$ cat config.mk
export PLATFORM = sky130hd
export DESIGN_NAME = axi_rd_resp_fifo
export DESIGN_NICKNAME = d
export VERILOG_FILES = /design/src/rtl/axi_rd_resp_fifo.sv
export SDC_FILE = /design/constraint.sdc
export NUM_CORES = 1
export LEC_CHECK = 0
export CORE_MARGIN = 2
export CORE_UTILIZATION = 38
export DETAILED_ROUTE_END_ITERATION = 7
export PLACE_DENSITY = 0.57
export SYNTH_ARGS = -nofsm -noshare
export SYNTH_HDL_FRONTEND = slang
export SYNTH_SLANG_ARGS = --single-unit
$ cat constraint.sdc
create_clock -name clk -period 6 [get_ports clk]
set_input_delay 0.9 -clock clk [delete_from_list [all_inputs] [get_ports clk]]
set_output_delay 0.9 -clock clk [all_outputs]
set_load 0.005 [all_outputs]
$ cat src/rtl/axi_rd_resp_fifo.sv
// AXI read-data channel buffer: first-word-fall-through FIFO of full R beats with
// a registered head stage, fill/burst counters and a sticky error-response flag.
module axi_rd_resp_fifo #(
    parameter int DATA_WIDTH  = 32,
    parameter int ID_WIDTH    = 8,
    parameter int RUSER_WIDTH = 1,
    parameter int DEPTH       = 16,
    localparam int CNT_W      = $clog2(DEPTH) + 1
) (
    input  logic                   clk,
    input  logic                   rst,
    input  logic [ID_WIDTH-1:0]    m_axi_rid,
    input  logic [DATA_WIDTH-1:0]  m_axi_rdata,
    input  logic [1:0]             m_axi_rresp,
    input  logic                   m_axi_rlast,
    input  logic [RUSER_WIDTH-1:0] m_axi_ruser,
    input  logic                   m_axi_rvalid,
    output logic                   m_axi_rready,
    output logic [ID_WIDTH-1:0]    s_axi_rid,
    output logic [DATA_WIDTH-1:0]  s_axi_rdata,
    output logic [1:0]             s_axi_rresp,
    output logic                   s_axi_rlast,
    output logic [RUSER_WIDTH-1:0] s_axi_ruser,
    output logic                   s_axi_rvalid,
    input  logic                   s_axi_rready,
    output logic [CNT_W-1:0]       fill_count,
    output logic [CNT_W-1:0]       burst_count,
    output logic                   resp_err,
    input  logic                   err_clr
);

    localparam int PW = ID_WIDTH + DATA_WIDTH + 2 + 1 + RUSER_WIDTH;
    localparam int AW = CNT_W - 1;

    logic [PW-1:0]    mem_r [DEPTH];
    logic [PW-1:0]    out_r;
    logic             out_valid_r;
    logic [CNT_W-1:0] wp_r;
    logic [CNT_W-1:0] rp_r;
    logic [CNT_W-1:0] burst_r;
    logic             err_r;

    logic [PW-1:0]    wdata_s;
    logic [CNT_W-1:0] fill_s;
    logic [CNT_W-1:0] rp_next_s;
    logic [CNT_W-1:0] burst_next_s;
    logic             full_s;
    logic             push_s;
    logic             pop_s;
    logic             next_valid_s;

    assign wdata_s      = {m_axi_rid, m_axi_rdata, m_axi_rresp, m_axi_rlast, m_axi_ruser};
    assign fill_s       = wp_r - rp_r;
    assign full_s       = (fill_s == CNT_W'(DEPTH));
    // Ready depends only on registered pointers and is forced low while in reset.
    assign m_axi_rready = ~rst & ~full_s;
    assign push_s       = m_axi_rvalid & m_axi_rready;
    assign pop_s        = out_valid_r & s_axi_rready;
    assign rp_next_s    = rp_r + {{(CNT_W-1){1'b0}}, pop_s};
    // Head stage only reloads from entries written before this edge, never the incoming beat.
    assign next_valid_s = (wp_r != rp_next_s);

    assign {s_axi_rid, s_axi_rdata, s_axi_rresp, s_axi_rlast, s_axi_ruser} = out_r;
    assign s_axi_rvalid = out_valid_r;
    assign fill_count   = fill_s;
    assign burst_count  = burst_r;
    assign resp_err     = err_r;

    // Net change of the complete-burst counter from the push and pop of this cycle.
    always_comb begin
        burst_next_s = burst_r;
        case ({push_s & m_axi_rlast, pop_s & s_axi_rlast})
            2'b10:   burst_next_s = burst_r + CNT_W'(1);
            2'b01:   burst_next_s = burst_r - CNT_W'(1);
            default: burst_next_s = burst_r;
        endcase
    end

    // Beat storage array, written at the write pointer on each push.
    always_ff @(posedge clk) begin
        if (push_s) begin
            mem_r[wp_r[AW-1:0]] <= wdata_s;
        end
    end

    // Pointers, counters, sticky error flag and registered head-of-FIFO stage.
    always_ff @(posedge clk or posedge rst) begin
        if (rst) begin
            wp_r        <= '0;
            rp_r        <= '0;
            burst_r     <= '0;
            err_r       <= 1'b0;
            out_r       <= '0;
            out_valid_r <= 1'b0;
        end else begin
            if (push_s) begin
                wp_r <= wp_r + CNT_W'(1);
            end
            rp_r        <= rp_next_s;
            burst_r     <= burst_next_s;
            out_valid_r <= next_valid_s;
            if (next_valid_s) begin
                out_r <= mem_r[rp_next_s[AW-1:0]];
            end
            if (push_s && m_axi_rresp[1]) begin
                err_r <= 1'b1;
            end else if (err_clr) begin
                err_r <= 1'b0;
            end
        end
    end

endmodule

==> Word level (Yosys, flattened, before mapping) <==
Memories as Yosys holds them, arrays and structs flattened. A register that Yosys moved wholly into a read port is not among the register bits.
Cells that the tools add are included.
{ "classes": {"n_eq_ne": 4, "n_reduce_logical": 3, "n_bitwise": 7, "mux": 5, "addsub": 5} }
{ "op_table": {"columns": ["operator", "count"], "rows": [
  ["adder 5 x 1 -> 5 bit, second input constant", 2],
  ["case mux 5 bit (2 select lines)", 1],
  ["adder 5 x 1 -> 5 bit", 1],
  ["bitwise AND 1 bit", 5],
  ["equality test 5 bit, second input constant", 1],
  ["inequality test 5 bit", 1],
  ["subtractor 5 x 1 -> 5 bit, second input constant", 1],
  ["subtractor 5 bit", 1],
  ["2-to-1 mux 1 bit", 4],
  ["nonzero test 2 bit", 2],
  ["equality test 2 x 1 -> 1 bit, second input constant", 1],
  ["equality test 2 bit, second input constant", 1],
  ["NOT 1 bit", 2],
  ["logical AND 1 bit", 1]
]} }
{ "word_totals": {"ram_bits": 704, "out_inout_bits": 57, "register_bits": 17, "word_cells": 30, "in_bits": 49, "mem_count": 1} }
{ "mem_list": {"columns": ["memory", "words", "width", "rd", "rd_clocked_by_memory_dff", "wr", "line", "text"], "rows": [
  ["mem_r", 16, 44, 1, 1, 1, "35", "logic [PW-1:0] mem_r [DEPTH];"]
]} }

==> Longest topological paths before layout <==
Gate-level depths: netlist of run 1.
{ "depth": {"ltp_word": 8, "mapped_depth": 19, "mapped_depth_nobuf": 18} }

==> Worst setup path before layout of run 1 <==
Ideal clock, no wire load.
{ "synth_path": {"path_kind": "flip-flop to flip-flop", "from": "register wp_r[0]", "to": "memory mem_r[15][0] (netlist name), enable pin", "path_stages_with_launch": 9, "n_path_buf": 0, "arrival_time_ps": 4125, "required_time_ps": 5525, "setup_ps": 475, "synth_period_minus_slack_ps": 4600, "path_slack_ps": 1400, "path_cell_list": "dfrtp_1 inv_1 ha_1 fa_1 inv_1 a21o_1 a21oi_1 xnor2_1 a31oi_1"} }
{ "synth_between": {"elab_chain_len": 7} }
{ "synth_rtl": {"columns": ["element", "line", "text"], "rows": [
  ["start: declaration", "38", "logic [CNT_W-1:0] wp_r;"],
  ["start signal: assignment", "97", "wp_r <= wp_r + CNT_W'(1);"],
  ["subtractor 5 bit", "53", "assign fill_s = wp_r - rp_r;"],
  ["via fill_count[4]", "26", "output logic [CNT_W-1:0] fill_count,"],
  ["equality test 5 bit", "54", "assign full_s = (fill_s == CNT_W'(DEPTH));"],
  ["NOT 1 bit", "56", "assign m_axi_rready = ~rst & ~full_s;"],
  ["bitwise AND 1 bit", "56", null],
  ["bitwise AND 1 bit", "57", "assign push_s = m_axi_rvalid & m_axi_rready;"],
  ["2-to-1 mux 1 bit", "81", "if (push_s) begin"],
  ["2-to-1 mux 1 bit (not written as such)", "82", "mem_r[wp_r[AW-1:0]] <= wdata_s;"],
  ["end: declaration", "35", null]
]} }
The timed path passes the listed nets, and every way through them passes these cells.

==> Worst setup path in the final report of run 1 <==
{ "layout_path": {"from": "register wp_r[0]", "to": "register burst_r[4] (netlist: burst_count[4])"} }
{ "layout_between": {"elab_chain_len": 8, "elab_cells_between_ends": 10, "cone_classes": "1 x add/sub; 3 x eq/ne; 1 x mux; 4 x bitwise; 1 x reduce/logical"} }
{ "layout_rtl": {"columns": ["element", "line", "text"], "rows": [
  ["subtractor 5 bit *", "53", null],
  ["equality test 5 bit *", "54", null],
  ["NOT 1 bit *", "56", null],
  ["bitwise AND 1 bit *", "56", null],
  ["bitwise AND 1 bit *", "57", null],
  ["bitwise AND 1 bit *", "72", "case ({push_s & m_axi_rlast, pop_s & s_axi_rlast})"],
  ["equality test 2 x 1 -> 1 bit / equality test 2 bit (equally long branches)", "72", null],
  ["case mux 5 bit (2 select lines) / nonzero test 2 bit (equally long branches)", null, null],
  ["end signal: assignment", "100", "burst_r <= burst_next_s;"],
  ["end: declaration", "40", "logic [CNT_W-1:0] burst_r;"]
]} }
Mark *: on every way between the ends. The rest lies on a longest branch, timed or not.
A chain may end at the register's enable or synchronous reset.

==> results of run 1 <==
[cells in the final DEF (no fill, tap or decap), drive strengths merged, types with 4 or more instances in the layout]
master,count
inv,16
bufinv,4
edfxtp,704
ha,14
xnor2,10
and3,13
buf,40
a31oi,4
clkinvlp,4
and2,5
clkbuf,107
nand2,4
nand3,4
mux4,220
nor2b,4
dfrtp,61
mux2,46
xor2,13
clkdlybuf4s50,105
clkinv,28
nor2,5
[sequential cells by signal, indices dropped and copies added, names as in the netlist]
| signal | cells |
|---|---|
| mem_r | 704 |
| resp_err | 1 |
| s_axi_rvalid | 1 |
| wp_r | 5 |
| out_r | 44 |
| burst_count | 5 |
| rp_r | 5 |
[cell type report]
type | instances | area [µm²]
clock buffer | 107 | 2190
clock inverter | 38 | 310
fill | 6440 | 42800
inverter | 14 | 53.8
multi-input combinational | 361 | 6520
sequential | 765 | 22700
tap | 1040 | 1300
timing repair buffer | 145 | 1400
[power breakdown]
part           total [W]  switching, W  internal, W
Clock            0.00474       0.00200      0.00274
Sequential       0.00665      0.000301      0.00635
Combinational    0.00642       0.00276      0.00366
[path summary, 6_finish.rpt]
| kind | endpoint | slack [ps] | cells after the start |
|---|---|---|---|
| setup reg to reg | burst_count[4] | 1680 | 19 |
| max in group asynchronous | out_r[26] | 3950 | 3 |
| min in group asynchronous | rp_r[0] | 850 | 2 |
| hold reg to reg | burst_count[4] | 460 | 1 |
| hold / removal | burst_count[4] | 460 | 1 |
| setup / recovery | burst_count[4] | 1680 | 19 |
[logic make-up after synthesis]
| group | synth area share [%] |
|---|---|
| AOI/OAI and AO/OA | 0.437 |
| muxes | 19.2 |
| adders and majority gates | 0.661 |
| buffers and inverters | 1.35 |
| xor gates and xnor gates | 0.772 |
| and+or+nand+nor | 0.759 |
| DFF | 76.8 |
[per-stage QoR]
step | cells | utilization (%)
after CTS | 2470 | 44.6
after floorplan | 1194 | -
after global placement | 2325 | 41.4
after global routing | 2470 | 44.6
after detailed placement | 2325 | 41.4
final | 2470 | 44.6
[routing by layer]
layer | wire length, µm | track usage [%] | share of wire, % | up-vias
li1 | - | - | - | 5464
met1 | 29500 | 24.2 | 45 | 7115
met2 | 31800 | 26.7 | 48 | 337
met3 | 3240 | 2.82 | 4.9 | 85
met4 | 1230 | 5.02 | 1.9 | 6
met5 | 44 | 0 | 0.067 | -
==> impl_results.html, run 1 <==
<table>
<tr><th>Metric</th><th>Value</th></tr>
<tr><th colspan="2">Yosys</th></tr>
<tr><td>Top post-synthesis cells by area</td><td>edfxtp_1 72%, mux4_2 15%, dfrtp_1 5.2%, mux4_1 2.1%, mux2_4 1.4%</td></tr>
<tr><td>Cells after synthesis</td><td>roughly 1200</td></tr>
<tr><td>Mean post-synth cell area</td><td>between 20 and 25 µm²</td></tr>
<tr><td>Total nets after synthesis</td><td>1258</td></tr>
<tr><td>Count of state elements after synthesis</td><td>765</td></tr>
<tr><td>Top cell types by occurrence after synthesis</td><td>704 x edfxtp_1, 196 x mux4_2, 61 x dfrtp_1, 28 x mux2_4</td></tr>
<tr><td>Most instantiated library cell after synthesis</td><td>edfxtp_1</td></tr>
<tr><td>Number of enable-type register cells in the synthesized netlist</td><td>704</td></tr>
<tr><td>Top cell type by total area after synthesis</td><td>edfxtp_1</td></tr>
<tr><td>Netlist area before placement</td><td>slightly below 30000 µm²</td></tr>
<tr><td>Area share of the largest cell type after synthesis</td><td>71.6%</td></tr>
<tr><td>Netlist cell types</td><td>42</td></tr>
<tr><td>Commonest register cell after synthesis</td><td>edfxtp_1</td></tr>
<tr><td>Asr flop ratio synth</td><td>approximately 8.0%</td></tr>
<tr><td>Register area share after synthesis</td><td>between 70% and 80%</td></tr>
<tr><td>Synth warn</td><td>0</td></tr>
<tr><th colspan="2">Placed design</th></tr>
<tr><td>HPWL Detailed</td><td>roughly 35000 µm</td></tr>
<tr><td>Dpl ws</td><td>1550 ps</td></tr>
<tr><td>Final estimated routing congestion in global placement</td><td>between 0.7 and 0.8</td></tr>
<tr><td>Count of input and output buffers</td><td>105</td></tr>
<tr><td>Post-DP Area</td><td>between 30000 and 40000 µm²</td></tr>
<tr><th colspan="2">Floorplan</th></tr>
<tr><td>Starting density of the core</td><td>38.2%</td></tr>
<tr><td>Die height</td><td>approximately 280 µm</td></tr>
<tr><td>Number of core rows</td><td>102</td></tr>
<tr><td>Floorplan Core Area</td><td>between 70000 and 80000 µm²</td></tr>
<tr><td>Floorplan die area</td><td>about 80000 µm²</td></tr>
<tr><td>Die X</td><td>between 200 and 300 µm</td></tr>
<tr><td>Number of top-level pins</td><td>~110</td></tr>
<tr><th colspan="2">Setup path</th></tr>
<tr><td>Worst path top cell family by delay</td><td>adder cells</td></tr>
<tr><td>Critical path required time</td><td>about 6500 ps</td></tr>
<tr><td>CP arrival</td><td>4820 ps</td></tr>
<tr><td>Critical path launch point</td><td>wp_r[0]</td></tr>
<tr><td>WS Path Type</td><td>flop to flop</td></tr>
<tr><td>CP Max Fanout</td><td>16</td></tr>
<tr><td>Launching point of the worst reg2reg path</td><td>wp_r[0]</td></tr>
<tr><td>Critical path buffer and inverter count</td><td>3</td></tr>
<tr><td>Worst-path cell chain</td><td>inv_1 -&gt; ha_1 -&gt; fa_1 -&gt; inv_1 -&gt; a21o_1 -&gt; a21oi_1 -&gt; xnor2_1 -&gt; a311oi_2 -&gt; buf_4 -&gt; nand2_1 -&gt; ha_1 -&gt; xor2_1 -&gt; ha_1 -&gt; o21a_1 -&gt; o22a_1 -&gt; a21oi_1 -&gt; xor2_1 -&gt; nor2_1 -&gt; xor2_1</td></tr>
<tr><td>Slowest Stage Delay on Critical Path</td><td>about 540 ps</td></tr>
<tr><td>Cell at the slowest stage of the critical path</td><td>xnor2_1</td></tr>
<tr><td>Setup crit start kind</td><td>flop</td></tr>
<tr><td>Sort of element at the end of the critical path</td><td>flop</td></tr>
<tr><th colspan="2">Min path</th></tr>
<tr><td>Hold Path Class</td><td>flop to flop</td></tr>
<tr><td>Launch point of the worst hold path</td><td>burst_count[4]</td></tr>
<tr><th colspan="2">Global routing</th></tr>
<tr><td>Global-route wire length before repair</td><td>95900 µm</td></tr>
<tr><td>Initial antenna violation count</td><td>4</td></tr>
<tr><td>Pin count of the biggest net entering global routing</td><td>97</td></tr>
<tr><td>Total congestion overflow after global routing</td><td>0</td></tr>
<tr><td>Vias in the first global route</td><td>~14000</td></tr>
<tr><td>Global router's overall resource usage</td><td>between 10% and 20%</td></tr>
<tr><th colspan="2">STA</th></tr>
<tr><td>Part of the cycle the worst path needs</td><td>71.9%</td></tr>
<tr><td>Clock skew</td><td>approximately 24 ps</td></tr>
<tr><td>Setup TNS</td><td>0 ps</td></tr>
<tr><td>Worst hold slack after final layout</td><td>461 ps</td></tr>
<tr><td>Worst slew margin relative to its limit</td><td>25.8%</td></tr>
<tr><td>Highest attainable clock frequency</td><td>roughly 230 MHz</td></tr>
<tr><td>Count of final setup violators</td><td>0</td></tr>
<tr><td>Slew at the pin closest to its max-slew limit</td><td>around 1100 ps</td></tr>
<tr><td>RSZ-0062 raised after global routing</td><td>no</td></tr>
<tr><td>Final min period</td><td>roughly 4300 ps</td></tr>
<tr><td>Total count of hold-check failures in the final report</td><td>0</td></tr>
<tr><td>Setup WS post-layout</td><td>between 1500 and 2000 ps</td></tr>
<tr><td>Max Transition Viols Final</td><td>0</td></tr>
<tr><th colspan="2">Routing</th></tr>
<tr><td>TritonRoute pass-1 iters</td><td>7</td></tr>
<tr><td>Routed wire length per instance</td><td>26.7 µm</td></tr>
<tr><td>Routed vias</td><td>roughly 13000</td></tr>
<tr><td>Antenna viol nets, final</td><td>0</td></tr>
<tr><td>Count of routing violations after the opening detailed-route iteration</td><td>around 1100</td></tr>
<tr><td>Detail-routed via count per cell</td><td>~5.3</td></tr>
<tr><td>Routed Wire Length</td><td>around 66000 µm</td></tr>
<tr><td>Number of remaining DRC errors</td><td>0</td></tr>
<tr><th colspan="2">Clock network</th></tr>
<tr><td>Number of buffers created by CTS</td><td>78</td></tr>
<tr><td>Root Buffer Master</td><td>clkbuf_16</td></tr>
<tr><td>Clock transition at path regs</td><td>60 ps</td></tr>
<tr><td>Number of buffers added to fix hold violations after cts</td><td>0</td></tr>
<tr><td>PostCTS Resize Cnt</td><td>0</td></tr>
<tr><td>Clock insertion delay at the later pin of the skew report</td><td>620 ps</td></tr>
<tr><td>CTS sink cnt</td><td>around 770</td></tr>
<tr><td>CTS tree</td><td>done</td></tr>
<tr><td>Post-CTS setup buffer count</td><td>0</td></tr>
<tr><td>Number of buffers on the longest clock path</td><td>3</td></tr>
<tr><td>H-tree levels</td><td>3</td></tr>
<tr><th colspan="2">Job</th></tr>
<tr><td># Max-Cap Violations</td><td>0</td></tr>
<tr><th colspan="2">Pwr</th></tr>
<tr><td>Overall power of the completed layout</td><td>approximately 0.018 W</td></tr>
<tr><td>Power density cells</td><td>about 520 nW/µm²</td></tr>
<tr><td>Leakage power total</td><td>11.2 nW</td></tr>
<tr><td>Peak supply drop</td><td>about 0.00044 V</td></tr>
<tr><th colspan="2">Cells and area</th></tr>
<tr><td>Fraction of final layout cells with drive strength greater than 1</td><td>29.7%</td></tr>
<tr><td>Antenna diode count</td><td>0</td></tr>
<tr><td>Final instance area</td><td>approximately 34000 µm²</td></tr>
<tr><td>Area added between synthesis and finish</td><td>16.7%</td></tr>
<tr><td>Final nets</td><td>around 1400</td></tr>
<tr><th colspan="2">Outcome</th></tr>
<tr><td>Result of the run</td><td>finished, final reports clean</td></tr>
</table>
Note: power is estimated with default switching activity, not from simulation.
==> run 2, diff against run 1 <==
==> constraint.sdc (replaced) <==
create_clock -name clk -period 4.2 [get_ports clk]
set_input_delay 0.63 -clock clk [delete_from_list [all_inputs] [get_ports clk]]
set_output_delay 0.63 -clock clk [all_outputs]
set_load 0.005 [all_outputs]
==> impl_results.html, run 2 (synthesis gave the netlist of run 1 again) <==
<table>
<tr><th>Metric</th><th>Value</th></tr>
<tr><th colspan="2">Cells and area</th></tr>
<tr><td>Most frequent standard cell in the layout excluding fill and tap cells</td><td>edfxtp_1 (unchanged)</td></tr>
<tr><td>Sequential cell area</td><td>22700 µm² (unchanged)</td></tr>
<tr><td>Utilization of the core after routing</td><td>45.1% (was 44.6%)</td></tr>
<tr><td>Flip-flop count of the largest register, all copies and words added</td><td>704 (unchanged)</td></tr>
<tr><td>Antenna diode count</td><td>0 (unchanged)</td></tr>
<tr><td># fillers</td><td>6368 (was 6440)</td></tr>
<tr><td>Area added between synthesis and finish</td><td>18.0% (was 16.7%)</td></tr>
<tr><td>Number of cells in the finished layout apart from fillers</td><td>2476 (was 2470)</td></tr>
<tr><td>Combined area of the multi-input logic cells</td><td>6520 µm² (unchanged)</td></tr>
<tr><td>Top library cells by usage in the layout, fill and taps aside</td><td>704 x edfxtp_1, 196 x mux4_2, 105 x clkdlybuf4s50_1 (unchanged)</td></tr>
<tr><td>Fraction of final layout cells with drive strength greater than 1</td><td>29.3% (was 29.7%)</td></tr>
<tr><td>Final nets</td><td>1437 (was 1429)</td></tr>
<tr><th colspan="2">Setup path</th></tr>
<tr><td>Worst path top cell family by delay</td><td>adder cells (unchanged)</td></tr>
<tr><td>Reg2reg setup slack</td><td>370 ps (was 1680 ps)</td></tr>
<tr><td>Slowest Stage Delay on Critical Path</td><td>440 ps (was 540 ps)</td></tr>
<tr><td>Cell at the slowest stage of the critical path</td><td>dfrtp_1 (was xnor2_1)</td></tr>
<tr><td>Launching point of the worst reg2reg path</td><td>wp_r[0] (unchanged)</td></tr>
<tr><td>Worst Reg-to-Reg Cells</td><td>17 (was 19)</td></tr>
<tr><td>Sort of element at the end of the critical path</td><td>flop (unchanged)</td></tr>
<tr><td>Setup crit start kind</td><td>flop (unchanged)</td></tr>
<tr><td>CP arrival</td><td>4320 ps (was 4820 ps)</td></tr>
<tr><td>CP Max Fanout</td><td>7 (was 16)</td></tr>
<tr><td>Critical path required time</td><td>4680 ps (was 6500 ps)</td></tr>
<tr><td>Worst-path cell chain</td><td>inv_1 -&gt; ha_1 -&gt; fa_1 -&gt; xnor2_1 -&gt; nor3_1 -&gt; buf_4 -&gt; a311oi_2 -&gt; nand2_1 -&gt; ha_1 -&gt; xor2_1 -&gt; ha_1 -&gt; o21a_1 -&gt; o22a_1 -&gt; a21oi_1 -&gt; xor2_1 -&gt; nor2_1 -&gt; xor2_1 (was inv_1 -&gt; ha_1 -&gt; fa_1 -&gt; inv_1 -&gt; a21o_1 -&gt; a21oi_1 -&gt; xnor2_1 -&gt; a311oi_2 -&gt; buf_4 -&gt; nand2_1 -&gt; ha_1 -&gt; xor2_1 -&gt; ha_1 -&gt; o21a_1 -&gt; o22a_1 -&gt; a21oi_1 -&gt; xor2_1 -&gt; nor2_1 -&gt; xor2_1)</td></tr>
<tr><td>Critical path buffer and inverter count</td><td>2 (was 3)</td></tr>
<tr><td>End of the worst register-to-register path</td><td>burst_count[4] (unchanged)</td></tr>
<tr><td>WS Path Type</td><td>flop to flop (unchanged)</td></tr>
<tr><th colspan="2">Placed design</th></tr>
<tr><td>Dpl ws</td><td>381 ps (was 1550 ps)</td></tr>
<tr><td>Final estimated routing congestion in global placement</td><td>0.701 (was 0.735)</td></tr>
<tr><td>HPWL Detailed</td><td>32900 µm (was 34800 µm)</td></tr>
<tr><td>Count of placed standard cells including taps</td><td>2334 (was 2325)</td></tr>
<tr><td>Count of input and output buffers</td><td>105 (unchanged)</td></tr>
<tr><th colspan="2">STA</th></tr>
<tr><td>Worst hold slack after final layout</td><td>468 ps (was 461 ps)</td></tr>
<tr><td>Total count of hold-check failures in the final report</td><td>0 (unchanged)</td></tr>
<tr><td>Setup TNS</td><td>0 ps (unchanged)</td></tr>
<tr><td>Slew at the pin closest to its max-slew limit</td><td>946 ps (was 1110 ps)</td></tr>
<tr><td>Worst slew margin relative to its limit</td><td>36.9% (was 25.8%)</td></tr>
<tr><td>Max Transition Viols Final</td><td>0 (unchanged)</td></tr>
<tr><td>Count of final setup violators</td><td>0 (unchanged)</td></tr>
<tr><td>Part of the cycle the worst path needs</td><td>91.3% (was 71.9%)</td></tr>
<tr><td>Setup WS post-layout</td><td>366 ps (was 1680 ps)</td></tr>
<tr><td>Clock skew</td><td>21.3 ps (was 24.2 ps)</td></tr>
<tr><td>Highest attainable clock frequency</td><td>261 MHz (was 232 MHz)</td></tr>
<tr><td>Final min period</td><td>3830 ps (was 4320 ps)</td></tr>
<tr><td>RSZ-0062 raised after global routing</td><td>no (unchanged)</td></tr>
<tr><th colspan="2">Pwr</th></tr>
<tr><td>Peak supply drop</td><td>0.000569 V (was 0.000443 V)</td></tr>
<tr><td>Power density cells</td><td>745 nW/µm² (was 517 nW/µm²)</td></tr>
<tr><td>Leakage power total</td><td>11.3 nW (was 11.2 nW)</td></tr>
<tr><th colspan="2">Routing</th></tr>
<tr><td>Routed Wire Length</td><td>65400 µm (was 65800 µm)</td></tr>
<tr><td>Number of remaining DRC errors</td><td>0 (unchanged)</td></tr>
<tr><td>Count of routing violations after the opening detailed-route iteration</td><td>1172 (was 1071)</td></tr>
<tr><td>TritonRoute pass-1 iters</td><td>5 (was 7)</td></tr>
<tr><td>Detail-routed via count per cell</td><td>5.28 (was 5.27)</td></tr>
<tr><td>Antenna viol nets, final</td><td>0 (unchanged)</td></tr>
<tr><td>Routed wire length per instance</td><td>26.4 µm (was 26.7 µm)</td></tr>
<tr><td>Routed vias</td><td>13100 (was 13000)</td></tr>
<tr><th colspan="2">Clock network</th></tr>
<tr><td>PostCTS Resize Cnt</td><td>0 (unchanged)</td></tr>
<tr><td>Number of buffers created by CTS</td><td>77 (was 78)</td></tr>
<tr><td>Root Buffer Master</td><td>clkbuf_16 (unchanged)</td></tr>
<tr><td>Number of buffers added to fix hold violations after cts</td><td>0 (unchanged)</td></tr>
<tr><td>CTS sink cnt</td><td>765 (unchanged)</td></tr>
<tr><td>CTS tree</td><td>done (unchanged)</td></tr>
<tr><td>Post-CTS setup buffer count</td><td>0 (unchanged)</td></tr>
<tr><td>Clock transition at path regs</td><td>60 ps (about the same)</td></tr>
<tr><td>Clock insertion delay at the later pin of the skew report</td><td>620 ps (about the same)</td></tr>
<tr><td>Number of buffers on the longest clock path</td><td>3 (unchanged)</td></tr>
<tr><td>H-tree levels</td><td>3 (unchanged)</td></tr>
<tr><th colspan="2">Job</th></tr>
<tr><td># Max-Cap Violations</td><td>0 (unchanged)</td></tr>
<tr><th colspan="2">Floorplan</th></tr>
<tr><td>Starting density of the core</td><td>38.2% (unchanged)</td></tr>
<tr><td>Number of core rows</td><td>102 (unchanged)</td></tr>
<tr><td>Floorplan Core Area</td><td>77200 µm² (unchanged)</td></tr>
<tr><td>Number of top-level pins</td><td>106 (unchanged)</td></tr>
<tr><td>Floorplan die area</td><td>79900 µm² (unchanged)</td></tr>
<tr><td>Die X</td><td>283 µm (unchanged)</td></tr>
<tr><td>Die height</td><td>283 µm (unchanged)</td></tr>
<tr><th colspan="2">Min path</th></tr>
<tr><td>Cell depth of the worst min-delay path</td><td>1 (unchanged)</td></tr>
<tr><td>Worst Hold Endpoint</td><td>burst_count[4] (unchanged)</td></tr>
<tr><td>Launch point of the worst hold path</td><td>burst_count[4] (unchanged)</td></tr>
<tr><td>Hold Path Class</td><td>flop to flop (unchanged)</td></tr>
<tr><th colspan="2">Global routing</th></tr>
<tr><td>Initial antenna violation count</td><td>5 (was 4)</td></tr>
<tr><td>Total congestion overflow after global routing</td><td>0 (unchanged)</td></tr>
<tr><td>Global router's overall resource usage</td><td>16.7% (was 16.9%)</td></tr>
<tr><td>Pin count of the biggest net entering global routing</td><td>46 (was 97)</td></tr>
<tr><td>Global-route wire length before repair</td><td>94900 µm (was 95900 µm)</td></tr>
<tr><td>Vias in the first global route</td><td>13600 (was 13700)</td></tr>
<tr><th colspan="2">Outcome</th></tr>
<tr><td>Result of the run</td><td>finished, final reports clean (unchanged)</td></tr>
</table>
==> run 2: layer usage <==
layer | vias to the layer above | global-route usage [%] | share of wire, %
li1 | 5474 | - | -
met1 | 7168 | 23.8 | 45
met2 | 322 | 26.6 | 48
met3 | 92 | 3.04 | 5.0
met4 | 10 | 4.45 | 1.7
met5 | - | 0 | 0.11
==> run 2: final cells by class <==
cell class | instances | share of cell area [%]
clock buffers | 109 | 6.18
clock inverters | 33 | 1.01
inverters | 14 | 0.155
multi-input cells | 361 | 18.7
flip-flops and latches | 765 | 65.1
well taps | 1040 | 3.74
repair buffers | 154 | 5.08
==> run 2: how the worst max path moves through the flow <==
stage,start,end,slack (ps),cells past startpoint
6_report,wp_r[0],burst_count[4],370,17
5_1_grt,wp_r[0],burst_count[4],140,18
4_1_cts,wp_r[0],burst_count[4],370,18
3_5_place_dp,wp_r[0],burst_count[4],380,18
3_3_place_gp,wp_r[0],burst_count[4],480,18
2_1_floorplan,wp_r[0],burst_count[4],310,19
==> run 2: through the flow <==
stage / cell area [µm²] / power [W]
after global placement: 32300 / 0.0194
after detailed placement: 32300 / 0.0195
after CTS: 34800 / 0.0263
final: 34800 / 0.0259
after global routing: 34800 / 0.0272
after floorplan: 29500 / 0.0164
==> run 2: power by group <==
part | internal [W] | leakage, nW | switching, W
registers | 0.00907 | 7.05 | 0.000363
logic | 0.00550 | 3.05 | 0.00419
clock network | 0.00401 | 1.22 | 0.00279
total | 0.0186 | 11.3 | 0.00734
==> run 3, diff against run 2 <==
--- a/config.mk
+++ b/config.mk
@@ -6,9 +6,9 @@
 export NUM_CORES = 1
 export LEC_CHECK = 0
 export CORE_MARGIN = 2
-export CORE_UTILIZATION = 38
+export CORE_UTILIZATION = 45
 export DETAILED_ROUTE_END_ITERATION = 7
-export PLACE_DENSITY = 0.57
+export PLACE_DENSITY = 0.65
 export SYNTH_ARGS = -nofsm -noshare
 export SYNTH_HDL_FRONTEND = slang
 export SYNTH_SLANG_ARGS = --single-unit
==> impl_results.html, run 3 (synthesis gave the netlist of run 1 again) <==
<table>
<tr><th>Metric</th><th>Value</th></tr>
<tr><th colspan="2">Setup path</th></tr>
<tr><td>Critical path buffer and inverter count</td><td>2 (unchanged)</td></tr>
<tr><td>Slowest Stage Delay on Critical Path</td><td>440 ps (about the same)</td></tr>
<tr><td>End of the worst register-to-register path</td><td>burst_count[4] (unchanged)</td></tr>
<tr><td>Reg2reg setup slack</td><td>390 ps (was 370 ps)</td></tr>
<tr><td>WS Path Type</td><td>flop to flop (unchanged)</td></tr>
<tr><td>Cell at the slowest stage of the critical path</td><td>dfrtp_1 (unchanged)</td></tr>
<tr><td>Launching point of the worst reg2reg path</td><td>wp_r[0] (unchanged)</td></tr>
<tr><td>Worst Reg-to-Reg Cells</td><td>18 (was 17)</td></tr>
<tr><td>Critical path launch point</td><td>wp_r[0] (unchanged)</td></tr>
<tr><td>Sort of element at the end of the critical path</td><td>flop (unchanged)</td></tr>
<tr><td>Critical path required time</td><td>4690 ps (was 4680 ps)</td></tr>
<tr><td>CP Max Fanout</td><td>7 (unchanged)</td></tr>
<tr><td>Most common cell on crit path</td><td>xor2_1</td></tr>
<tr><td>Worst-path cell chain</td><td>inv_1 -&gt; ha_1 -&gt; fa_1 -&gt; inv_1 -&gt; a21o_1 -&gt; a21oi_1 -&gt; xnor2_1 -&gt; a311oi_2 -&gt; nand2_1 -&gt; ha_2 -&gt; xor2_1 -&gt; ha_1 -&gt; o21a_1 -&gt; o22a_1 -&gt; a21oi_1 -&gt; xor2_1 -&gt; nor2_1 -&gt; xor2_1 (was inv_1 -&gt; ha_1 -&gt; fa_1 -&gt; xnor2_1 -&gt; nor3_1 -&gt; buf_4 -&gt; a311oi_2 -&gt; nand2_1 -&gt; ha_1 -&gt; xor2_1 -&gt; ha_1 -&gt; o21a_1 -&gt; o22a_1 -&gt; a21oi_1 -&gt; xor2_1 -&gt; nor2_1 -&gt; xor2_1)</td></tr>
<tr><td>Worst path top cell family by delay</td><td>adder cells (unchanged)</td></tr>
<tr><td>Setup crit start kind</td><td>flop (unchanged)</td></tr>
<tr><td>CP arrival</td><td>4300 ps (was 4320 ps)</td></tr>
<tr><th colspan="2">Pwr</th></tr>
<tr><td>Switching part of the total</td><td>28.2% (was 28.3%)</td></tr>
<tr><td>Power density cells</td><td>741 nW/µm² (was 745 nW/µm²)</td></tr>
<tr><td>Leakage power total</td><td>11.3 nW (about the same)</td></tr>
<tr><td>Internal Dissipation</td><td>0.0184 W (was 0.0186 W)</td></tr>
<tr><td>Proportion of power drawn by combinational gates</td><td>38.3% (was 37.4%)</td></tr>
<tr><td>Switching component of the power</td><td>0.00723 W (was 0.00734 W)</td></tr>
<tr><td>Peak supply drop</td><td>0.000567 V (was 0.000569 V)</td></tr>
<tr><td>Clk network pwr share</td><td>24.8% (was 26.3%)</td></tr>
<tr><td>Sequential Power Share</td><td>36.9% (was 36.4%)</td></tr>
<tr><th colspan="2">STA</th></tr>
<tr><td>Slew at the pin closest to its max-slew limit</td><td>843 ps (was 946 ps)</td></tr>
<tr><td>Setup TNS</td><td>0 ps (unchanged)</td></tr>
<tr><td>Worst slew margin relative to its limit</td><td>43.8% (was 36.9%)</td></tr>
<tr><td>Part of the cycle the worst path needs</td><td>90.7% (was 91.3%)</td></tr>
<tr><td>Max Transition Viols Final</td><td>0 (unchanged)</td></tr>
<tr><td>Total count of hold-check failures in the final report</td><td>0 (unchanged)</td></tr>
<tr><td>Count of final setup violators</td><td>0 (unchanged)</td></tr>
<tr><td>Final min period</td><td>3810 ps (was 3830 ps)</td></tr>
<tr><td>Clock skew</td><td>21.0 ps (was 21.3 ps)</td></tr>
<tr><td>Highest attainable clock frequency</td><td>262 MHz (was 261 MHz)</td></tr>
<tr><td>RSZ-0062 raised after global routing</td><td>no (unchanged)</td></tr>
<tr><th colspan="2">Global routing</th></tr>
<tr><td>Global router's overall resource usage</td><td>19.2% (was 16.7%)</td></tr>
<tr><td>Vias in the first global route</td><td>13900 (was 13600)</td></tr>
<tr><td>Pin count of the biggest net entering global routing</td><td>46 (unchanged)</td></tr>
<tr><td>Total congestion overflow after global routing</td><td>0 (unchanged)</td></tr>
<tr><td>Initial antenna violation count</td><td>4 (was 5)</td></tr>
<tr><td>Global-route wire length before repair</td><td>93600 µm (was 94900 µm)</td></tr>
<tr><th colspan="2">Routing</th></tr>
<tr><td>Count of routing violations after the opening detailed-route iteration</td><td>1269 (was 1172)</td></tr>
<tr><td>Antenna viol nets, final</td><td>0 (unchanged)</td></tr>
<tr><td>TritonRoute pass-1 iters</td><td>5 (unchanged)</td></tr>
<tr><td>Number of remaining DRC errors</td><td>0 (unchanged)</td></tr>
<tr><td>Detail-routed via count per cell</td><td>5.74 (was 5.28)</td></tr>
<tr><td>Routed wire length per instance</td><td>27.5 µm (was 26.4 µm)</td></tr>
<tr><td>Routed Wire Length</td><td>63100 µm (was 65400 µm)</td></tr>
<tr><td>Routed vias</td><td>13200 (was 13100)</td></tr>
<tr><th colspan="2">Min path</th></tr>
<tr><td>Hold Path Class</td><td>flop to flop (unchanged)</td></tr>
<tr><td>Launch point of the worst hold path</td><td>burst_count[4] (unchanged)</td></tr>
<tr><td>Worst Hold Endpoint</td><td>burst_count[4] (unchanged)</td></tr>
<tr><td>Cell depth of the worst min-delay path</td><td>1 (unchanged)</td></tr>
<tr><th colspan="2">Outcome</th></tr>
<tr><td>Result of the run</td><td>finished, final reports clean (unchanged)</td></tr>
<tr><th colspan="2">Placed design</th></tr>
<tr><td>Count of input and output buffers</td><td>105 (unchanged)</td></tr>
<tr><td>Final estimated routing congestion in global placement</td><td>0.734 (was 0.701)</td></tr>
<tr><td>Count of placed standard cells including taps</td><td>2159 (was 2334)</td></tr>
<tr><td>HPWL Detailed</td><td>33400 µm (was 32900 µm)</td></tr>
<tr><th colspan="2">Floorplan</th></tr>
<tr><td>Floorplan Core Area</td><td>64700 µm² (was 77200 µm²)</td></tr>
<tr><td>Number of top-level pins</td><td>106 (unchanged)</td></tr>
<tr><td>Die height</td><td>260 µm (was 283 µm)</td></tr>
<tr><td>Floorplan die area</td><td>67600 µm² (was 79900 µm²)</td></tr>
<tr><td>Die X</td><td>260 µm (was 283 µm)</td></tr>
<tr><td>Number of core rows</td><td>93 (was 102)</td></tr>
<tr><td>Starting density of the core</td><td>45.6% (was 38.2%)</td></tr>
<tr><th colspan="2">Clock network</th></tr>
<tr><td>Number of buffers added to fix hold violations after cts</td><td>0 (unchanged)</td></tr>
<tr><td>Number of buffers created by CTS</td><td>74 (was 77)</td></tr>
<tr><td>Clock insertion delay at the later pin of the skew report</td><td>600 ps (was 620 ps)</td></tr>
<tr><td>CTS sink cnt</td><td>765 (unchanged)</td></tr>
<tr><td>PostCTS Resize Cnt</td><td>0 (unchanged)</td></tr>
<tr><td>H-tree levels</td><td>3 (unchanged)</td></tr>
<tr><td>CTS tree</td><td>done (unchanged)</td></tr>
<tr><td>Root Buffer Master</td><td>clkbuf_16 (unchanged)</td></tr>
<tr><td>Clock transition at path regs</td><td>60 ps (about the same)</td></tr>
<tr><td>Post-CTS setup buffer count</td><td>0 (unchanged)</td></tr>
<tr><td>Number of buffers on the longest clock path</td><td>3 (unchanged)</td></tr>
<tr><th colspan="2">Cells and area</th></tr>
<tr><td>Area added between synthesis and finish</td><td>17.2% (was 18.0%)</td></tr>
<tr><td>Number of cells in the finished layout apart from fillers</td><td>2293 (was 2476)</td></tr>
<tr><td>Flip-flop count of the largest register, all copies and words added</td><td>704 (unchanged)</td></tr>
<tr><td>Utilization of the core after routing</td><td>53.5% (was 45.1%)</td></tr>
<tr><td>Final nets</td><td>1444 (was 1437)</td></tr>
<tr><td>Fraction of final layout cells with drive strength greater than 1</td><td>30.0% (was 29.3%)</td></tr>
<tr><td>Antenna diode count</td><td>0 (unchanged)</td></tr>
<tr><td>Most frequent standard cell in the layout excluding fill and tap cells</td><td>edfxtp_1 (unchanged)</td></tr>
<tr><td>Top library cells by usage in the layout, fill and taps aside</td><td>704 x edfxtp_1, 196 x mux4_2, 105 x clkdlybuf4s50_1 (unchanged)</td></tr>
<tr><th colspan="2">Job</th></tr>
<tr><td># Max-Cap Violations</td><td>0 (unchanged)</td></tr>
</table>
-- run 3: cell types whose count changed in the layout (fill, tap and decap cells not counted) --
cell	previous run	this run
buf_12	28	37
buf_4	21	22
bufinv_16	7	3
clkbuf_1	26	15
clkbuf_16	81	77
clkbuf_8	2	5
clkinv_1	12	16
clkinv_4	1	2
clkinvlp_4	0	4
ha_1	12	11
ha_2	0	1
inv_16	1	0
-- run 3: cell type report --
| class | count | area [µm²] |
|---|---|---|
| sequential | 765 | 22700 |
| clock buffer | 97 | 2050 |
| fill | 4851 | 30100 |
| clock inverter | 37 | 265 |
| timing repair buffer | 164 | 1960 |
| inverter | 14 | 53.8 |
| tap | 855 | 1070 |
| multi-input combinational | 361 | 6520 |
-- run 3: how the worst max path moves through the flow --
stage	to	cells past startpoint
2_1_floorplan	burst_count[4]	19
3_3_place_gp	burst_count[4]	18
3_5_place_dp	burst_count[4]	18
4_1_cts	burst_count[4]	18
5_1_grt	burst_count[4]	18
6_report	burst_count[4]	18
-- run 3: stage by stage --
step | area, µm² | worst slack (ps) | hold WS, ps | total power [W]
6_report | 34600 | 389 | 466 | 0.0256
5_1_grt | 34600 | 82.2 | 493 | 0.0268
3_5_place_dp | 32300 | 346 | 462 | 0.0196
4_1_cts | 34600 | 323 | 469 | 0.0260
3_3_place_gp | 32300 | 485 | 468 | 0.0195
2_1_floorplan | 29500 | 311 | 462 | 0.0164
-- run 3: power by group through the flow --
stage | clock network (W) | registers (W) | logic, W
final | 0.00635 | 0.00944 | 0.00982
after global routing | 0.00680 | 0.00951 | 0.0105
after CTS | 0.00650 | 0.00945 | 0.0100
after detailed placement | 0 | 0.00960 | 0.00998
after global placement | 0 | 0.00958 | 0.00991
after floorplan | 0 | 0.00949 | 0.00696
-- run 3: routing by layer --
| layer | up-vias | part of all wire, % | track usage, % |
|---|---|---|---|
| li1 | 5488 | - | - |
| met1 | 7207 | 44 | 27.9 |
| met3 | 86 | 5.5 | 3.15 |
| met4 | 8 | 1.9 | 5.32 |
| met5 | - | 0.078 | 0 |
| met2 | 374 | 49 | 30.6 |
==> RTL edit 1 (settings of run 3) <==
The parameter `DEPTH` goes from 16 to 32.
--- a/src/rtl/axi_rd_resp_fifo.sv
+++ b/src/rtl/axi_rd_resp_fifo.sv
@@ -6,3 +6,3 @@
     parameter int RUSER_WIDTH = 1,
-    parameter int DEPTH       = 16,
+    parameter int DEPTH       = 32,
     localparam int CNT_W      = $clog2(DEPTH) + 1
Interface: changed (resized burst_count and fill_count); port bits go from 106 to 108. No check against the original RTL was run, so the function may have changed too.
==> RTL edit 1 against run 3 <==
- sequential cell count rose by 707
- clock power rose by 100%
- die area rose by 89%
- synthesized area rose by 91%
- via count rose by 99%
- worst hold slack got worse by 0.25 ns
- count of clock-buffer cells in the layout rose by 92
- clock skew rose by 0.0062 ns
- wire length rose by 120%
- total power rose by 80%
- worst setup slack got worse by 0.18 ns
- cell area rose by 89%
- largest power group is now registers
- highest routed layer unchanged
==> RTL edit 1: results (changes against run 3) <==
[status]
status=finished clean

[clock_network]
cts_inserted_buffers=144  ; +95%
htreeDepth=4  ; +1
clk-insertion-delay-late_ns=0.75  ; +0.15 ns

[drt]
routed-wl-met2_mm=65.2  ; +110%
drt_pass1_iterations=7  ; +2
met3_wirelength_mm=12.5  ; +260%
drt_iter0_markers=3622  ; +190%
avgViaCountPerCell=6.03  ; +5.1%
drt_wl_total_mm=136  ; +120%

[placed_design]
buffer_ports.inserted=107  ; +1.9%
place.detailed.hpwl_mm=67.1  ; +100%
placedInstanceArea_um2=60700  ; +88%
place_worst_setup_slack_ns=0.273  ; -0.0729 ns
gp_congestion=0.805  ; +9.7%
post-place-cells=4073  ; +89%

[final_layout]
layout-drive-gt1-share_pct=30.3  ; +0.31 points
n_fill_cell=9248  ; +91%
post_layout_nonfiller_instances=4338  ; +89%
largest_register_ff_count=1408  ; +100%
final_nets=2648  ; +83%

[synthesis]
async_set_reset_flop_share_out_of_synthesis_pct=4.35  ; -3.6 points
ys_top_cells_by_count=sky130_fd_sc_hd__edfxtp_1 (1408), sky130_fd_sc_hd__mux4_2 (440), sky130_fd_sc_hd__dfrtp_1 (64)
yosysUniqueCellTypes=46  ; +9.5%
synth_fp_nets=2397  ; +91%
synth_enable_flop_cells=1408  ; +100%
postSynthAreaPerCell_um2=24.1  ; -2.3%
ys_top_cells_by_area=sky130_fd_sc_hd__edfxtp_1 (75%), sky130_fd_sc_hd__mux4_2 (18%), sky130_fd_sc_hd__dfrtp_1 (2.8%)
synth.yosys.seq_area_share_pct=77.9  ; +1.1 points

[pwr]
total_leakage_power_nw=20.6  ; +82%
irDropWorstVdd_uv=555  ; -2.1%
internal-power_mw=33.0  ; +79%
sequential_share_of_power_pct=37.5  ; +0.6 points
pwr-share-comb_pct=34.2  ; -4.1 points
power.switching_mw=13.3  ; +83%

[setup_path]
critical-path-slowest-cell=sky130_fd_sc_hd__dfrtp_2
worst_r2r_startpoint=rp_r[1]$_DFF_PP0_
worst-r2r-cell-count=11  ; -7
crit_end=m_axi_rready
worstPathMaxFanout=9  ; +2
worstReg2RegEnd=mem_r[24][43]$_DFFE_PP_
reg2reg_setup_slack_ns=0.33  ; -0.06 ns
data_arrival_critical_path_ns=3.36  ; -0.94 ns
gate_family_responsible_for_the_most_delay_along_the_worst_path=buffers and inverters

[global_routing]
grt_util_all_layers_pct=21.6  ; +2.4 points
first_global_vias=26644  ; +92%
pin_count_of_the_biggest_net_entering_global_routing=90  ; +96%
grt_pass1_wl_mm=194  ; +110%
grt_antenna_before_repair=5  ; +1

[sta]
fin_worst_hold_slack_ns=0.212  ; -0.254 ns
max_slew.worst_pin.slew_ns=1.14  ; +0.300 ns
finalWorstPathRequiredPeriod_ns=3.99  ; +0.181 ns
clock-skew-final_ns=0.0271  ; +0.00617 ns

[hold_path]
hp-class=in2async

==> RTL edit 1: cell types whose count changed in the layout (fill, tap and decap cells not counted), moves of 42 or more <==
cell                        before   now
sky130_fd_sc_hd__edfxtp_1      704  1408
sky130_fd_sc_hd__mux4_2        196   440
sky130_fd_sc_hd__clkbuf_16      77   150
sky130_fd_sc_hd__o21ai_0         1    50
sky130_fd_sc_hd__nand2_1         4    50
sky130_fd_sc_hd__mux2i_1         0    44
sky130_fd_sc_hd__buf_4          22    64
==> RTL edit 1: what timing repair did <==
item | 4_1_cts | 5_1_grt
setup buffers | 0 | 2
endpoints found under the setup margin | 1 | 1
gates resized for setup | 2 | 5
pin swaps | 0 | 1
==> RTL edit 1: cells by family after synthesis <==
family | count (synthesis) | synth area share (%)
mux | 486 | 18.4
buf+inv | 134 | 1.07
fa+ha+maj | 15 | 0.347
xor+xnor | 26 | 0.431
flops | 1472 | 77.9
compound gates | 75 | 0.833
simple gates | 125 | 0.984
==> RTL edit 1: metal layers <==
layer  vias to the layer above  global-route usage (%)
li1                      10486                       -
met1                     14221                    31.6
met2                      1253                    33.8
met3                       205                    4.22
met4                         8                    5.62
met5                         -                       0
==> RTL edit 1: layout make-up <==
class | count | share of cell area, %
Clock buffer | 189 | 6.05
Multi-Input combinational cell | 727 | 18.5
Tap cell | 1637 | 3.13
Inverter | 16 | 0.0974
Clock inverter | 74 | 1.24
Sequential cell | 1472 | 67.0
Timing Repair Buffer | 223 | 3.95
==> RTL edit 1: per-stage QoR <==
step / utilization [%] / TNS, ns
after floorplan: - / -336.83
after global placement: 49.0 / 0
after detailed placement: 49.0 / 0
after CTS: 52.8 / 0
after global routing: 52.8 / 0
final: 52.8 / 0
==> RTL edit 2 (config.mk and constraints of run 3) <==
Without the edit above. Take the reset off `rp_r` and load it in a clocked block of its own.
--- a/src/rtl/axi_rd_resp_fifo.sv
+++ b/src/rtl/axi_rd_resp_fifo.sv
@@ -89,3 +89,2 @@
             wp_r        <= '0;
-            rp_r        <= '0;
             burst_r     <= '0;
@@ -98,3 +97,2 @@
             end
-            rp_r        <= rp_next_s;
             burst_r     <= burst_next_s;
@@ -112,2 +110,6 @@
 
+    always_ff @(posedge clk) begin
+        rp_r <= rp_next_s;
+    end
+
 endmodule
Function: differs if rst is asserted again (counterexample within 4 cycles, from zero or initial values and one cycle with rst high); with rst held inactive, the same outputs for 4 cycles.
==> RTL edit 2 against run 3 <==
- synthesized area barely moved
- wire length about the same
- worst setup slack worse by 0.056 ns
- total power increased by 2.0%
- sequential cell count did not move
- clock skew is 0.0041 ns lower
- cell area increased by 0.37%
- die area barely moved
- utilization is 0.29 points higher
- via count fell by 0.41%
- critical endpoint unchanged
- final cell count about the same
- sequential share of layout area is 0.31 points lower
==> RTL edit 2: results (changes against run 3) <==
[final_layout]
post_layout_nonfiller_instances=2294  ; +0.044%
clk_share_pct=7.60  ; +0.91 points
register_area_um2=22600  ; -0.11%
num_antenna_cells=2  ; +2
non_clock_buffer_area_share_pct=5.14  ; -0.52 points
nNonClkBuffers=151  ; -7.9%
multi_input_comb_area_um2=6520  ; about the same
clock_buffer_count=112  ; +15%
n_fill_cell=4792  ; -1.2%
final_util_pct=53.8  ; +0.29 points
final_nets=1436  ; -0.55%
layout-drive-gt1-share_pct=30.1  ; +0.090 points

[synthesis]
synthCells=1194  ; unchanged
yosysUniqueCellTypes=43  ; +2.4%
async_set_reset_flop_share_out_of_synthesis_pct=7.32  ; -0.65 points
ys_top_cells_by_count=sky130_fd_sc_hd__edfxtp_1 (704), sky130_fd_sc_hd__mux4_2 (196), sky130_fd_sc_hd__dfrtp_1 (56)
adder_cell_share_of_the_synthesized_area_pct=0.662  ; about the same
synth_compound_gate_area_share_pct=0.437  ; about the same
synth_flop_cell=sky130_fd_sc_hd__edfxtp_1
portion_of_netlist_area_occupied_by_mux_cells_pct=19.2  ; about the same
synth.yosys.seq_area_share_pct=76.8  ; about the same
ys_top_cells_by_area=sky130_fd_sc_hd__edfxtp_1 (72%), sky130_fd_sc_hd__mux4_2 (15%), sky130_fd_sc_hd__dfrtp_1 (4.8%)
synth_xor_xnor_area_share_pct=0.772  ; about the same

[drt]
routed-wl-met2_mm=31.2  ; +1.5%
detail_route.wl_per_cell_um=27.5  ; about the same
route.layer.met1.wl_mm=27.3  ; -1.2%
route.vias.total=13109  ; -0.41%
drt_iter0_markers=1216  ; -4.2%
met3_wirelength_mm=3.52  ; +1.3%

[clock_network]
cts_inserted_buffers=79  ; +6.8%
max_root_sink_buffers=3  ; unchanged
cts_root_buffer=sky130_fd_sc_hd__clkbuf_16
post_cts.resized_instances=0  ; unchanged

[global_routing]
groute.layer.met2.usage_pct=31.2  ; +0.58 points
first_global_vias=13844  ; -0.48%
globalRouteMet3Util_pct=3.32  ; +0.18 points
use_met1_pct=26.9  ; -0.97 points
grt_antenna_before_repair=5  ; +1
grt_pass1_wl_mm=93.0  ; -0.67%
pin_count_of_the_biggest_net_entering_global_routing=53  ; +15%
grt_util_all_layers_pct=19.1  ; -0.094 points

[pwr]
post_layout_power_mw=26.1  ; +2.0%
p_comb_mw=9.63  ; -2%
internal-power_mw=18.8  ; +2.4%
total_leakage_power_nw=11.4  ; +0.52%
irDropWorstVdd_uv=486  ; -14%
clock_net_power_mw=7.04  ; +11%

[status]
status=finished clean

[setup_path]
worstPathMaxFanout=7  ; unchanged
data_arrival_critical_path_ns=4.36  ; +0.06 ns

[sta]
clock-skew-final_ns=0.0169  ; -0.00412 ns
worst_slew_margin_relative_to_its_limit_pct=36.4  ; -7.3 points

[placed_design]
gp_congestion=0.763  ; +4.0%
place_worst_setup_slack_ns=0.349  ; +0.00354 ns
place.detailed.hpwl_mm=31.5  ; -5.8%
placedInstanceArea_um2=32100  ; -0.61%
post-place-cells=2146  ; -0.60%

[RTL edit 2: cell types whose count changed after synthesis]
cell | run 3 | this run
sky130_fd_sc_hd__dfrtp_1 | 61 | 56
sky130_fd_sc_hd__dfxtp_1 | 0 | 5
[RTL edit 2: path summary, 6_finish.rpt]
kind	start	to	slack, ns	depth (start not counted)
setup / recovery	wp_r[0]$_DFFE_PP0P_	burst_count[4]$_DFFE_PP0P_	0.33	18
hold / removal	burst_count[4]$_DFFE_PP0P_	burst_count[4]$_DFFE_PP0P_	0.47	1
setup reg to reg	wp_r[0]$_DFFE_PP0P_	burst_count[4]$_DFFE_PP0P_	0.33	18
hold reg to reg	burst_count[4]$_DFFE_PP0P_	burst_count[4]$_DFFE_PP0P_	0.47	1
max in group asynchronous	rst	out_r[20]$_DFFE_PP0P_	2.84	3
min in group asynchronous	rst	burst_count[1]$_DFFE_PP0P_	0.68	2
